[src/rtl/ft245_bus_bridge_if.sv]
// CPU-side and FIFO-side signal bundle for ft245_bus_bridge.
// master: the 68000 glue plus the FIFO pins; slave: the bridge itself.
interface ft245_bus_bridge_if;
    logic       sel_data;
    logic       sel_stat;
    logic       _as;
    logic       _ds;
    logic       rw;
    logic [7:0] cpu_din;
    logic [7:0] cpu_dout;
    logic       cpu_doe;
    logic       _dtack;
    logic [7:0] ft_din;
    logic [7:0] ft_dout;
    logic       ft_doe;
    logic       _rd;
    logic       wr;
    logic       _rdf;
    logic       _txe;
    logic       _irq;

    modport master (
        output sel_data, sel_stat, _as, _ds, rw, cpu_din, ft_din, _rdf, _txe,
        input  cpu_dout, cpu_doe, _dtack, ft_dout, ft_doe, _rd, wr, _irq
    );

    modport slave (
        input  sel_data, sel_stat, _as, _ds, rw, cpu_din, ft_din, _rdf, _txe,
        output cpu_dout, cpu_doe, _dtack, ft_dout, ft_doe, _rd, wr, _irq
    );
endinterface

[src/rtl/ft245_bus_bridge.sv]
// Timing bridge between the 68000 decode glue and an FT245-style USB FIFO.
// Generates _rd / wr strobes of programmed width, latches receive data and
// holds off _dtack until the FIFO transfer has completed or timed out.
// Optional feature macro FT_IRQ_EN: adds the rx interrupt enable bit (rx_ie)
// written via the status address and drives _irq from it.
module ft245_bus_bridge #(
    parameter int unsigned RD_PULSE = 4,
    parameter int unsigned WR_SETUP = 1,
    parameter int unsigned WR_PULSE = 4,
    parameter int unsigned RECOV    = 2,
    parameter int unsigned TIMEOUT  = 255
) (
    input logic               clk,
    input logic               _reset,
    ft245_bus_bridge_if.slave bus
);

    localparam logic [7:0] RD_LAST  = 8'(RD_PULSE - 1);
    localparam logic [7:0] WS_LAST  = 8'(WR_SETUP - 1);
    localparam logic [7:0] WP_LAST  = 8'(WR_PULSE - 1);
    localparam logic [7:0] RC_LAST  = 8'(RECOV - 1);
    localparam logic [7:0] TMO_LAST = 8'(TIMEOUT - 1);

    typedef enum logic [2:0] {
        IDLE, RD_WAIT, RD_STB, WR_WAIT, WR_SET, WR_STB, ACK, RECOVER
    } state_t;

    state_t     state_q, state_d;
    logic [7:0] cnt_q, cnt_d;
    logic       strobe_q, strobe_d;
    logic       abort_q, abort_d;
    logic       to_sticky_q, to_sticky_d;
    logic [7:0] cpu_dout_q, cpu_dout_d;
    logic [7:0] ft_dout_q, ft_dout_d;
    logic       cpu_doe_q, cpu_doe_d;
    logic       dtack_n_q, dtack_n_d;
    logic       rd_n_q, rd_n_d;
    logic       wr_q, wr_d;
    logic       ft_doe_q, ft_doe_d;
    logic       cyc_q, pend_q, pend_d;
    logic       rdf_meta_q, rdf_s_q, txe_meta_q, txe_s_q;
    logic       cyc, go, rx_ie_bit;

`ifdef FT_IRQ_EN
    logic rx_ie_q, rx_ie_d;
    logic irq_n_q, irq_n_d;
    assign rx_ie_bit = rx_ie_q;
`else
    assign rx_ie_bit = 1'b0;
`endif

    // A bus cycle is a qualified select with both strobes low. A rising edge
    // that lands while the FSM is still busy (e.g. RECOVER) is remembered in
    // pend_q so it is served once IDLE is reached, still only once per cycle.
    assign cyc = ~bus._as & ~bus._ds & (bus.sel_data | bus.sel_stat);
    assign go  = cyc & (~cyc_q | pend_q);

    // Next-state, datapath and output decode; outputs derive from state_d so
    // they register in step with the state.
    always_comb begin
        state_d     = state_q;
        cnt_d       = cnt_q;
        strobe_d    = strobe_q;
        abort_d     = abort_q;
        to_sticky_d = to_sticky_q;
        cpu_dout_d  = cpu_dout_q;
        ft_dout_d   = ft_dout_q;
        pend_d      = cyc & (pend_q | ~cyc_q) & (state_q != IDLE);
`ifdef FT_IRQ_EN
        rx_ie_d     = rx_ie_q;
`endif

        case (state_q)
            IDLE: begin
                strobe_d = 1'b0;
                abort_d  = 1'b0;
                cnt_d    = '0;
                if (go) begin
                    if (bus.sel_stat) begin
                        if (bus.rw) begin
                            cpu_dout_d  = {4'b0, rx_ie_bit, to_sticky_q, ~txe_s_q, ~rdf_s_q};
                            to_sticky_d = 1'b0;
                        end else begin
`ifdef FT_IRQ_EN
                            rx_ie_d = bus.cpu_din[0];
`endif
                        end
                        state_d = ACK;
                    end else if (bus.rw) begin
                        state_d = RD_WAIT;
                    end else begin
                        ft_dout_d = bus.cpu_din;
                        state_d   = WR_WAIT;
                    end
                end
            end
            RD_WAIT: begin
                if (bus._as) begin
                    state_d = IDLE;
                end else if (!rdf_s_q) begin
                    state_d = RD_STB;
                    cnt_d   = '0;
                end else if (cnt_q == TMO_LAST) begin
                    cpu_dout_d  = 8'hFF;
                    to_sticky_d = 1'b1;
                    state_d     = ACK;
                end else begin
                    cnt_d = cnt_q + 8'd1;
                end
            end
            RD_STB: begin
                strobe_d = 1'b1;
                abort_d  = abort_q | bus._as;
                if (cnt_q == RD_LAST) begin
                    cpu_dout_d = bus.ft_din;
                    cnt_d      = '0;
                    state_d    = (abort_q | bus._as) ? RECOVER : ACK;
                end else begin
                    cnt_d = cnt_q + 8'd1;
                end
            end
            WR_WAIT: begin
                if (bus._as) begin
                    state_d = IDLE;
                end else if (!txe_s_q) begin
                    state_d = WR_SET;
                    cnt_d   = '0;
                end else if (cnt_q == TMO_LAST) begin
                    to_sticky_d = 1'b1;
                    state_d     = ACK;
                end else begin
                    cnt_d = cnt_q + 8'd1;
                end
            end
            WR_SET: begin
                strobe_d = 1'b1;
                abort_d  = abort_q | bus._as;
                if (cnt_q == WS_LAST) begin
                    state_d = WR_STB;
                    cnt_d   = '0;
                end else begin
                    cnt_d = cnt_q + 8'd1;
                end
            end
            WR_STB: begin
                strobe_d = 1'b1;
                abort_d  = abort_q | bus._as;
                if (cnt_q == WP_LAST) begin
                    cnt_d   = '0;
                    state_d = (abort_q | bus._as) ? RECOVER : ACK;
                end else begin
                    cnt_d = cnt_q + 8'd1;
                end
            end
            ACK: begin
                if (bus._as) begin
                    cnt_d   = '0;
                    state_d = strobe_q ? RECOVER : IDLE;
                end
            end
            RECOVER: begin
                if (cnt_q == RC_LAST) begin
                    state_d = IDLE;
                end else begin
                    cnt_d = cnt_q + 8'd1;
                end
            end
            default: state_d = IDLE;
        endcase

        dtack_n_d = (state_d != ACK);
        cpu_doe_d = (state_d == ACK) & bus.rw;
        rd_n_d    = (state_d != RD_STB);
        wr_d      = (state_d == WR_STB);
        // ft_doe covers setup and pulse, plus the one cycle after wr falls.
        ft_doe_d  = (state_d == WR_SET) | (state_d == WR_STB) | (state_q == WR_STB);
`ifdef FT_IRQ_EN
        irq_n_d   = ~(rx_ie_q & ~rdf_s_q);
`endif
    end

    // Single state/output register; reset cuts any strobe immediately.
    always_ff @(posedge clk or negedge _reset) begin
        if (!_reset) begin
            state_q     <= IDLE;
            cnt_q       <= '0;
            strobe_q    <= 1'b0;
            abort_q     <= 1'b0;
            to_sticky_q <= 1'b0;
            cpu_dout_q  <= '0;
            ft_dout_q   <= '0;
            cpu_doe_q   <= 1'b0;
            dtack_n_q   <= 1'b1;
            rd_n_q      <= 1'b1;
            wr_q        <= 1'b0;
            ft_doe_q    <= 1'b0;
            cyc_q       <= 1'b0;
            pend_q      <= 1'b0;
            rdf_meta_q  <= 1'b1;
            rdf_s_q     <= 1'b1;
            txe_meta_q  <= 1'b1;
            txe_s_q     <= 1'b1;
        end else begin
            state_q     <= state_d;
            cnt_q       <= cnt_d;
            strobe_q    <= strobe_d;
            abort_q     <= abort_d;
            to_sticky_q <= to_sticky_d;
            cpu_dout_q  <= cpu_dout_d;
            ft_dout_q   <= ft_dout_d;
            cpu_doe_q   <= cpu_doe_d;
            dtack_n_q   <= dtack_n_d;
            rd_n_q      <= rd_n_d;
            wr_q        <= wr_d;
            ft_doe_q    <= ft_doe_d;
            cyc_q       <= cyc;
            pend_q      <= pend_d;
            rdf_meta_q  <= bus._rdf;
            rdf_s_q     <= rdf_meta_q;
            txe_meta_q  <= bus._txe;
            txe_s_q     <= txe_meta_q;
        end
    end

`ifdef FT_IRQ_EN
    // Interrupt enable bit and registered active-low rx interrupt.
    always_ff @(posedge clk or negedge _reset) begin
        if (!_reset) begin
            rx_ie_q <= 1'b0;
            irq_n_q <= 1'b1;
        end else begin
            rx_ie_q <= rx_ie_d;
            irq_n_q <= irq_n_d;
        end
    end
    assign bus._irq = irq_n_q;
`else
    assign bus._irq = 1'b1;
`endif

    assign bus.cpu_dout = cpu_dout_q;
    assign bus.cpu_doe  = cpu_doe_q;
    assign bus._dtack   = dtack_n_q;
    assign bus.ft_dout  = ft_dout_q;
    assign bus.ft_doe   = ft_doe_q;
    assign bus._rd      = rd_n_q;
    assign bus.wr       = wr_q;

endmodule
[src/flat_wrapper.sv]
// flat-port wrapper written by rule: the top's interface ports become plain ports
module ft245_bus_bridge_flat 
#(
    parameter int unsigned RD_PULSE = 4,
    parameter int unsigned WR_SETUP = 1,
    parameter int unsigned WR_PULSE = 4,
    parameter int unsigned RECOV    = 2,
    parameter int unsigned TIMEOUT  = 255
)
  (clk, _reset, bus_sel_data, bus_sel_stat, bus__as, bus__ds, bus_rw, bus_cpu_din, bus_ft_din, bus__rdf, bus__txe, bus_cpu_dout, bus_cpu_doe, bus__dtack, bus_ft_dout, bus_ft_doe, bus__rd, bus_wr, bus__irq);
  ft245_bus_bridge_if bus_i ();
  input logic clk;
  input logic _reset;
  input wire logic [$bits(bus_i.sel_data)-1:0] bus_sel_data;
  input wire logic [$bits(bus_i.sel_stat)-1:0] bus_sel_stat;
  input wire logic [$bits(bus_i._as)-1:0] bus__as;
  input wire logic [$bits(bus_i._ds)-1:0] bus__ds;
  input wire logic [$bits(bus_i.rw)-1:0] bus_rw;
  input wire logic [$bits(bus_i.cpu_din)-1:0] bus_cpu_din;
  input wire logic [$bits(bus_i.ft_din)-1:0] bus_ft_din;
  input wire logic [$bits(bus_i._rdf)-1:0] bus__rdf;
  input wire logic [$bits(bus_i._txe)-1:0] bus__txe;
  output wire logic [$bits(bus_i.cpu_dout)-1:0] bus_cpu_dout;
  output wire logic [$bits(bus_i.cpu_doe)-1:0] bus_cpu_doe;
  output wire logic [$bits(bus_i._dtack)-1:0] bus__dtack;
  output wire logic [$bits(bus_i.ft_dout)-1:0] bus_ft_dout;
  output wire logic [$bits(bus_i.ft_doe)-1:0] bus_ft_doe;
  output wire logic [$bits(bus_i._rd)-1:0] bus__rd;
  output wire logic [$bits(bus_i.wr)-1:0] bus_wr;
  output wire logic [$bits(bus_i._irq)-1:0] bus__irq;
  assign bus_i.sel_data = bus_sel_data;
  assign bus_i.sel_stat = bus_sel_stat;
  assign bus_i._as = bus__as;
  assign bus_i._ds = bus__ds;
  assign bus_i.rw = bus_rw;
  assign bus_i.cpu_din = bus_cpu_din;
  assign bus_i.ft_din = bus_ft_din;
  assign bus_i._rdf = bus__rdf;
  assign bus_i._txe = bus__txe;
  assign bus_cpu_dout = bus_i.cpu_dout;
  assign bus_cpu_doe = bus_i.cpu_doe;
  assign bus__dtack = bus_i._dtack;
  assign bus_ft_dout = bus_i.ft_dout;
  assign bus_ft_doe = bus_i.ft_doe;
  assign bus__rd = bus_i._rd;
  assign bus_wr = bus_i.wr;
  assign bus__irq = bus_i._irq;
  ft245_bus_bridge #(.RD_PULSE(RD_PULSE), .WR_SETUP(WR_SETUP), .WR_PULSE(WR_PULSE), .RECOV(RECOV), .TIMEOUT(TIMEOUT)) u_core (.clk(clk), ._reset(_reset), .bus(bus_i));
endmodule
[config.mk]
export PLATFORM = sky130hd
export DESIGN_NAME = ft245_bus_bridge_flat
export DESIGN_NICKNAME = d
export VERILOG_FILES = /design/src/rtl/ft245_bus_bridge_if.sv /design/src/rtl/ft245_bus_bridge.sv /design/src/flat_wrapper.sv
export SDC_FILE = /design/constraint.sdc
export NUM_CORES = 1
export LEC_CHECK = 0
export ABC_AREA = 1
export CAP_MARGIN = 10
export CELL_PAD_IN_SITES_DETAIL_PLACEMENT = 0
export CELL_PAD_IN_SITES_GLOBAL_PLACEMENT = 2
export CORE_MARGIN = 5
export CORE_UTILIZATION = 36
export DETAILED_ROUTE_END_ITERATION = 12
export DONT_BUFFER_PORTS = 1
export GPL_ROUTABILITY_DRIVEN = 0
export PLACE_DENSITY = 0.76
export SLEW_MARGIN = 10
export SYNTH_ARGS = -nofsm -noshare
export SYNTH_HDL_FRONTEND = slang
export SYNTH_SLANG_ARGS = --single-unit
[constraint.sdc]
create_clock -name clk -period 2.1 [get_ports clk]
set_input_delay 0.21 -clock clk [delete_from_list [all_inputs] [get_ports clk]]
set_output_delay 0.21 -clock clk [all_outputs]
set_load 0.01 [all_outputs]
; ---- After elaboration in Yosys (flattened, before gate mapping)
; Index checks and enable logic that the tools add are counted.
[word_totals]
regBits = 41
inputBits = 25
[classes]
reduce_logical = 12
mux = 44
eq_ne = 26
bitwise = 17
addsub = 1
[op_table]
columns = op, n
row1 = $mux W8, 16
row2 = $pmux W8 S7, 1
row3 = $mux W3, 12
row4 = $pmux W8 S3, 1
row5 = $eq A3 B3 Y1 const B, 7
row6 = $pmux W3 S7, 1
row7 = $reduce_and A8 Y1, 2
row8 = $ne A2 B2 Y1 const B, 6
row9 = $ne A2 B1 Y1 const B, 5
row10 = $mux W1, 9
row11 = $reduce_bool A3 Y1, 3
row12 = $add A8 B1 Y8 const B, 1
row13 = $eq A8 B1 Y1 const B, 1
row14 = $eq A8 B2 Y1 const B, 1
row15 = $eq A8 B8 Y1 const B, 1
row16 = $logic_not A8 Y1, 1
row17 = $reduce_and A4 Y1, 2
row18 = $not A1 Y1, 7
row19 = $eq A3 B2 Y1 const B, 2
row20 = $and A1 B1 Y1, 5
row21 = $or A1 B1 Y1, 5
row22 = $pmux W1 S2, 2
row23 = $eq A3 B1 Y1 const B, 1
row24 = $logic_not A3 Y1, 1
row25 = 7 further kinds, 7

; ---- Logic depth before layout (Yosys ltp)
[depth]
ltp_word = 9
mapped_depth = 12
ltp_nobuf = 11

; ---- Worst setup path before layout
; OpenSTA, ideal clock, no wires.
[synth_timing]
kind = flip-flop to flip-flop
startpoint = reg u_core.cnt_q[0]
endpoint = reg u_core.cpu_dout_q[4], in the netlist u_core.bus.cpu_dout[4]
period_less_slack_ps = 1577
arrival_time_ps = 1460
slack_ps = 523
n_path_buf = 1
required_time_ps = 1983
path_stages_with_launch = 10
path_cell_list = dfrtp_1 > ha_1 > nand2_2 > nor2_4 > nor2_1 > a21oi_4 > nand3_4 > buf_6 > nand2_2 > o21ai_2
[synth_via]
elab_chain_cells = 3
elab_cells_between_ends = 5
cone_classes = eq/ne (4) / reduce/logical (1)
[synth_rtl]
columns = element, line_no
row1 = "start, declared", ft245_bus_bridge.sv:29  ; logic [7:0] cnt_q, cnt_d;
row2 = "start signal, assigned", ft245_bus_bridge.sv:205  ; cnt_q <= cnt_d;
row3 = $eq A8 B2 Y1 / $eq A8 B8 Y1 (equally long branches), "ft245_bus_bridge.sv:114, ft245_bus_bridge.sv:103"
row4 = $ne A2 B1 Y1 (no line), --
row5 = $reduce_and A8 Y1 (no line) *, --
row6 = "end signal, assigned", ft245_bus_bridge.sv:209  ; cpu_dout_q <= cpu_dout_d;
row7 = "end, declared", ft245_bus_bridge.sv:33  ; logic [7:0] cpu_dout_q, cpu_dout_d;
; Mark *: on every way between the ends. The rest lies on a longest branch, timed or not.
; A chain may end at the register's enable or synchronous reset.

; ---- Final worst setup path
[layout_timing]
startpoint = reg u_core.cnt_q[0]
endpoint = reg u_core.rd_n_q, in the netlist u_core.bus._rd
[layout_via]
elab_chain_cells = 6
elab_cells_between_ends = 14
cone_classes = eq/ne (4) / mux (9) / reduce/logical (1)
[layout_rtl]
columns = element, line_no
row1 = $eq A8 B8 Y1, "ft245_bus_bridge.sv:103, ft245_bus_bridge.sv:128"
row2 = $mux W3, "ft245_bus_bridge.sv:103, ft245_bus_bridge.sv:128"
row3 = $mux W3 (on tied branches), "ft245_bus_bridge.sv:125, ft245_bus_bridge.sv:100"
row4 = $mux W3 (on tied branches), "ft245_bus_bridge.sv:123, ft245_bus_bridge.sv:98"
row5 = $pmux W3 S7 *, ft245_bus_bridge.sv:73  ; case (state_q)
row6 = net u_core.state_d[2], ft245_bus_bridge.sv:28  ; state_t state_q, state_d;
row7 = $ne A3 B2 Y1 *, ft245_bus_bridge.sv:173  ; rd_n_d = (state_d != RD_STB);
row8 = net u_core.rd_n_d, ft245_bus_bridge.sv:37  ; logic rd_n_q, rd_n_d;
row9 = "end signal, assigned", ft245_bus_bridge.sv:213  ; rd_n_q <= rd_n_d;
row10 = "end, declared", ft245_bus_bridge.sv:37
; Mark *: on every way through the listed nets, which the timed path passes. The rest lies on a longest branch.

==> out/qor.txt <==
Status = completed
Clock sinks = 41
Period utilization = 87.1%
Average size of a mapped cell = 8.00 um^2
Via density per instance = 4.66
Buf+Inv Stages, Crit Path = 2
Initial core utilization = 37.3%
Vias in the first global route = 1803
First-pass GRT wire length = 9.29 mm
CTS tree = yes
Post-synthesis register bit count = 41
DIE AREA = 0.00835 mm^2
Final min period = 1.83 ns
Warning count from the yosys run = 0
DRT iter0 DRCs = 56
Drt pass-1 iters = 6
Distinct cell type count after synthesis = 35
# H-tree levels = 2
Clock-pin slew on the worst setup and hold paths = 0.08 ns
Post-Route WL = 5.53 mm
Width of the die = 91.4 um
Post-DP HPWL = 4.22 mm
FFs w/ async S/R, synth = 100%
Maxcap violations = 0
GRT Util Overall = 13.8%
Multi-input logic area = 0.00113 mm^2
Crit path max-delay family = simple AND/OR/NAND/NOR gates
Register area = 0.00103 mm^2
Core ar. = 0.00639 mm^2
Share of cells above drive strength 1 = 19.1%
Residual DRC count = 0
Number of cell rows = 29
Nets = 337
Critical Path End Type = register
I/O pin cnt = 47
Mapped cell area = 0.00238 mm^2
Non-filler cells, final = 386
Synth Instances = 298
Sequential cell area fraction in the yosys report = 43.4%
Root Buffer = clkbuf_8
Crit Path Max Fanout = 6
Placed Instances = 374
Lkg Pwr = 1.37 nW
Crit Path Class = reg2reg
Layout fillers = 688
Largest net degree at the start of global routing = 42
CTS Buf Count = 5
CP max stage cell = dfrtp_1
Syn Nets = 327
Post-synth EDFFs = 0
Critical path cell sequence = inv_1 > ha_1 > nand2_1 > nor2_1 > nand2_4 > inv_1 > o21ai_0 > nand3_2 > nand3b_1
Worst-skew pair later-pin latency = 0.30 ns
Final hold violation count = 0
Synth Flop Type = dfrtp_1
Initial antenna violation count = 0
Worst VDD drop = 509 uV
Worst Path Required = 2.32 ns
Final setup vio count = 0
Global route overflow = 0
CP Launch Type = register
Post-DRT Antenna Nets = 0
Slowest cell delay on critical path = 0.42 ns
Slew Viols, Final = 0
ANT cells = 0
Most used cell, CP = inv_1
Max Fclk = 547 MHz
Crit path DAT = 2.05 ns
DIE HEIGHT = 91.4 um
WL/cell = 14.3 um
Clock Skew = 0.0105 ns
Vias = 1800
# resized after CTS = 0
Hold crit path type = in2reg
Maximum buffer depth of the clock tree = 2
Setup TNS = 0 ns
Pwr Density = 1210 mW/mm^2
RSZ-0062 raised after global routing = false
Synth-to-Final Area Change = 9.92%
PortBufs = 0
[power breakdown]
| group | switching, mW | internal (mW) |
|---|---|---|
| Sequential | 0.255 | 1.00 |
| Combinational | 0.866 | 0.482 |
| Clock | 0.289 | 0.267 |
[cell usage after synthesis (2+ instances only)]
cell type / n / share of area [%]
nand2_1: 75 / 12
inv_1: 36 / 5.7
dfrtp_1: 35 / 37
nor2_1: 28 / 4.4
nand3_1: 22 / 4.6
o21ai_0: 14 / 2.9
o21ai_2: 9 / 3.3
a21oi_1: 7 / 1.5
nand2_2: 7 / 1.8
dfstp_2: 6 / 6.6
o21ai_1: 5 / 1.0
xor2_1: 5 / 1.8
ha_1: 4 / 2.1
inv_2: 4 / 0.63
nor2_2: 4 / 1.0
nor2_4: 4 / 1.9
nor3_1: 4 / 0.84
buf_6: 3 / 1.4
nand4_1: 3 / 0.79
a211oi_1: 2 / 0.63
buf_2: 2 / 0.42
buf_4: 2 / 0.63
nand2_4: 2 / 0.94
nand3_2: 2 / 0.84
nor3_4: 2 / 1.4
o211ai_1: 2 / 0.63
[layout make-up]
class / count / area share (%)
clock buffers: 6 / 3.15
clock inverters: 2 / 0.525
inverters: 42 / 6.11
multi-input cells: 208 / 43.2
flip-flops and latches: 41 / 39.4
well taps: 77 / 3.68
repair buffers: 10 / 3.92
[routing by layer]
layer | GRT usage, % | up-vias | routed length [um]
met3 | 3.31 | 7 | 243
li1 | - | 955 | -
met5 | 0 | - | 0
met4 | 4.03 | 0 | 65
met2 | 23.1 | 34 | 2690
met1 | 17.6 | 804 | 2530
[layout by cell type (no fill, tap or decap), types with 2 or more instances in the layout]
| master | n |
|---|---|
| a211oi_1 | 2 |
| a21oi_1 | 7 |
| buf_4 | 6 |
| clkbuf_8 | 6 |
| dfrtp_1 | 35 |
| dfstp_2 | 6 |
| dlygate4sd3_1 | 3 |
| ha_1 | 4 |
| inv_1 | 36 |
| inv_2 | 4 |
| nand2_1 | 75 |
| nand2_2 | 7 |
| nand2_4 | 2 |
| nand3_1 | 22 |
| nand3_2 | 2 |
| nand4_1 | 3 |
| nor2_1 | 28 |
| nor2_2 | 4 |
| nor2_4 | 4 |
| nor3_1 | 4 |
| nor3_4 | 2 |
| o211ai_1 | 2 |
| o21ai_0 | 14 |
| o21ai_1 | 5 |
| o21ai_2 | 9 |
| xor2_1 | 5 |
[path summary, 6_finish.rpt]
kind                                                      end  depth (start not counted)                         from  slack [ns]
setup / recovery                     u_core.bus._rd$_DFF_PN1_                          9  u_core.cnt_q[0]$_DFFE_PN0P_        0.27
hold / removal              u_core.bus.ft_dout[0]$_DFFE_PN0P_                          2               bus_cpu_din[0]        0.04
setup reg to reg                     u_core.bus._rd$_DFF_PN1_                          9  u_core.cnt_q[0]$_DFFE_PN0P_        0.27
hold reg to reg                      u_core.rdf_s_q$_DFF_PN1_                          0  u_core.rdf_meta_q$_DFF_PN1_        0.36
max in group asynchronous            u_core.rdf_s_q$_DFF_PN1_                          2                       _reset        1.44
min in group asynchronous  u_core.bus.cpu_dout[6]$_DFFE_PN0P_                          2                       _reset        0.40
[sequential cells by signal, summed over array words and instances, names as in the netlist, 3 cells and up]
| register | count |
|---|---|
| u_core.bus.cpu_dout | 8 |
| u_core.state_q | 3 |
| u_core.cnt_q | 8 |
| u_core.bus.ft_dout | 8 |
[cells by family (layout without fill, tap and decap cells)]
logic type	count (synthesis)	after routing	share of synthesized area, %
buffers and inverters	49	60	9.19
AND/OR/NAND/NOR	156	156	32.0
flip-flops	41	41	43.4
other	1	1	0.157
adder cells (fa/ha/maj)	4	4	2.10
XOR/XNOR	6	6	2.20
AO/OA/AOI/OAI	41	41	11.0
[timing repair]
action                                 in CTS  in global routing
hold buffers                                4                  0
buffers inserted                            0                  0
endpoints found under the hold margin      43                  0
[per-stage QoR]
step | total power, mW | worst slack, ns | util (%) | hold WS (ns) | area [um^2]
after detailed placement | 2.63 | 0.267 | 38.6 | -0.0844 | 2470
final | 3.16 | 0.272 | 41.0 | 0.0384 | 2620
after global placement | 2.62 | 0.256 | 38.6 | -0.0845 | 2470
after floorplan | 2.36 | 0.523 | - | -0.0856 | 2380
after global routing | 3.47 | 0.115 | 41.0 | 0.0398 | 2620
after CTS | 3.24 | 0.239 | 41.0 | 0.0254 | 2620
(Power assumes the default switching activity.)
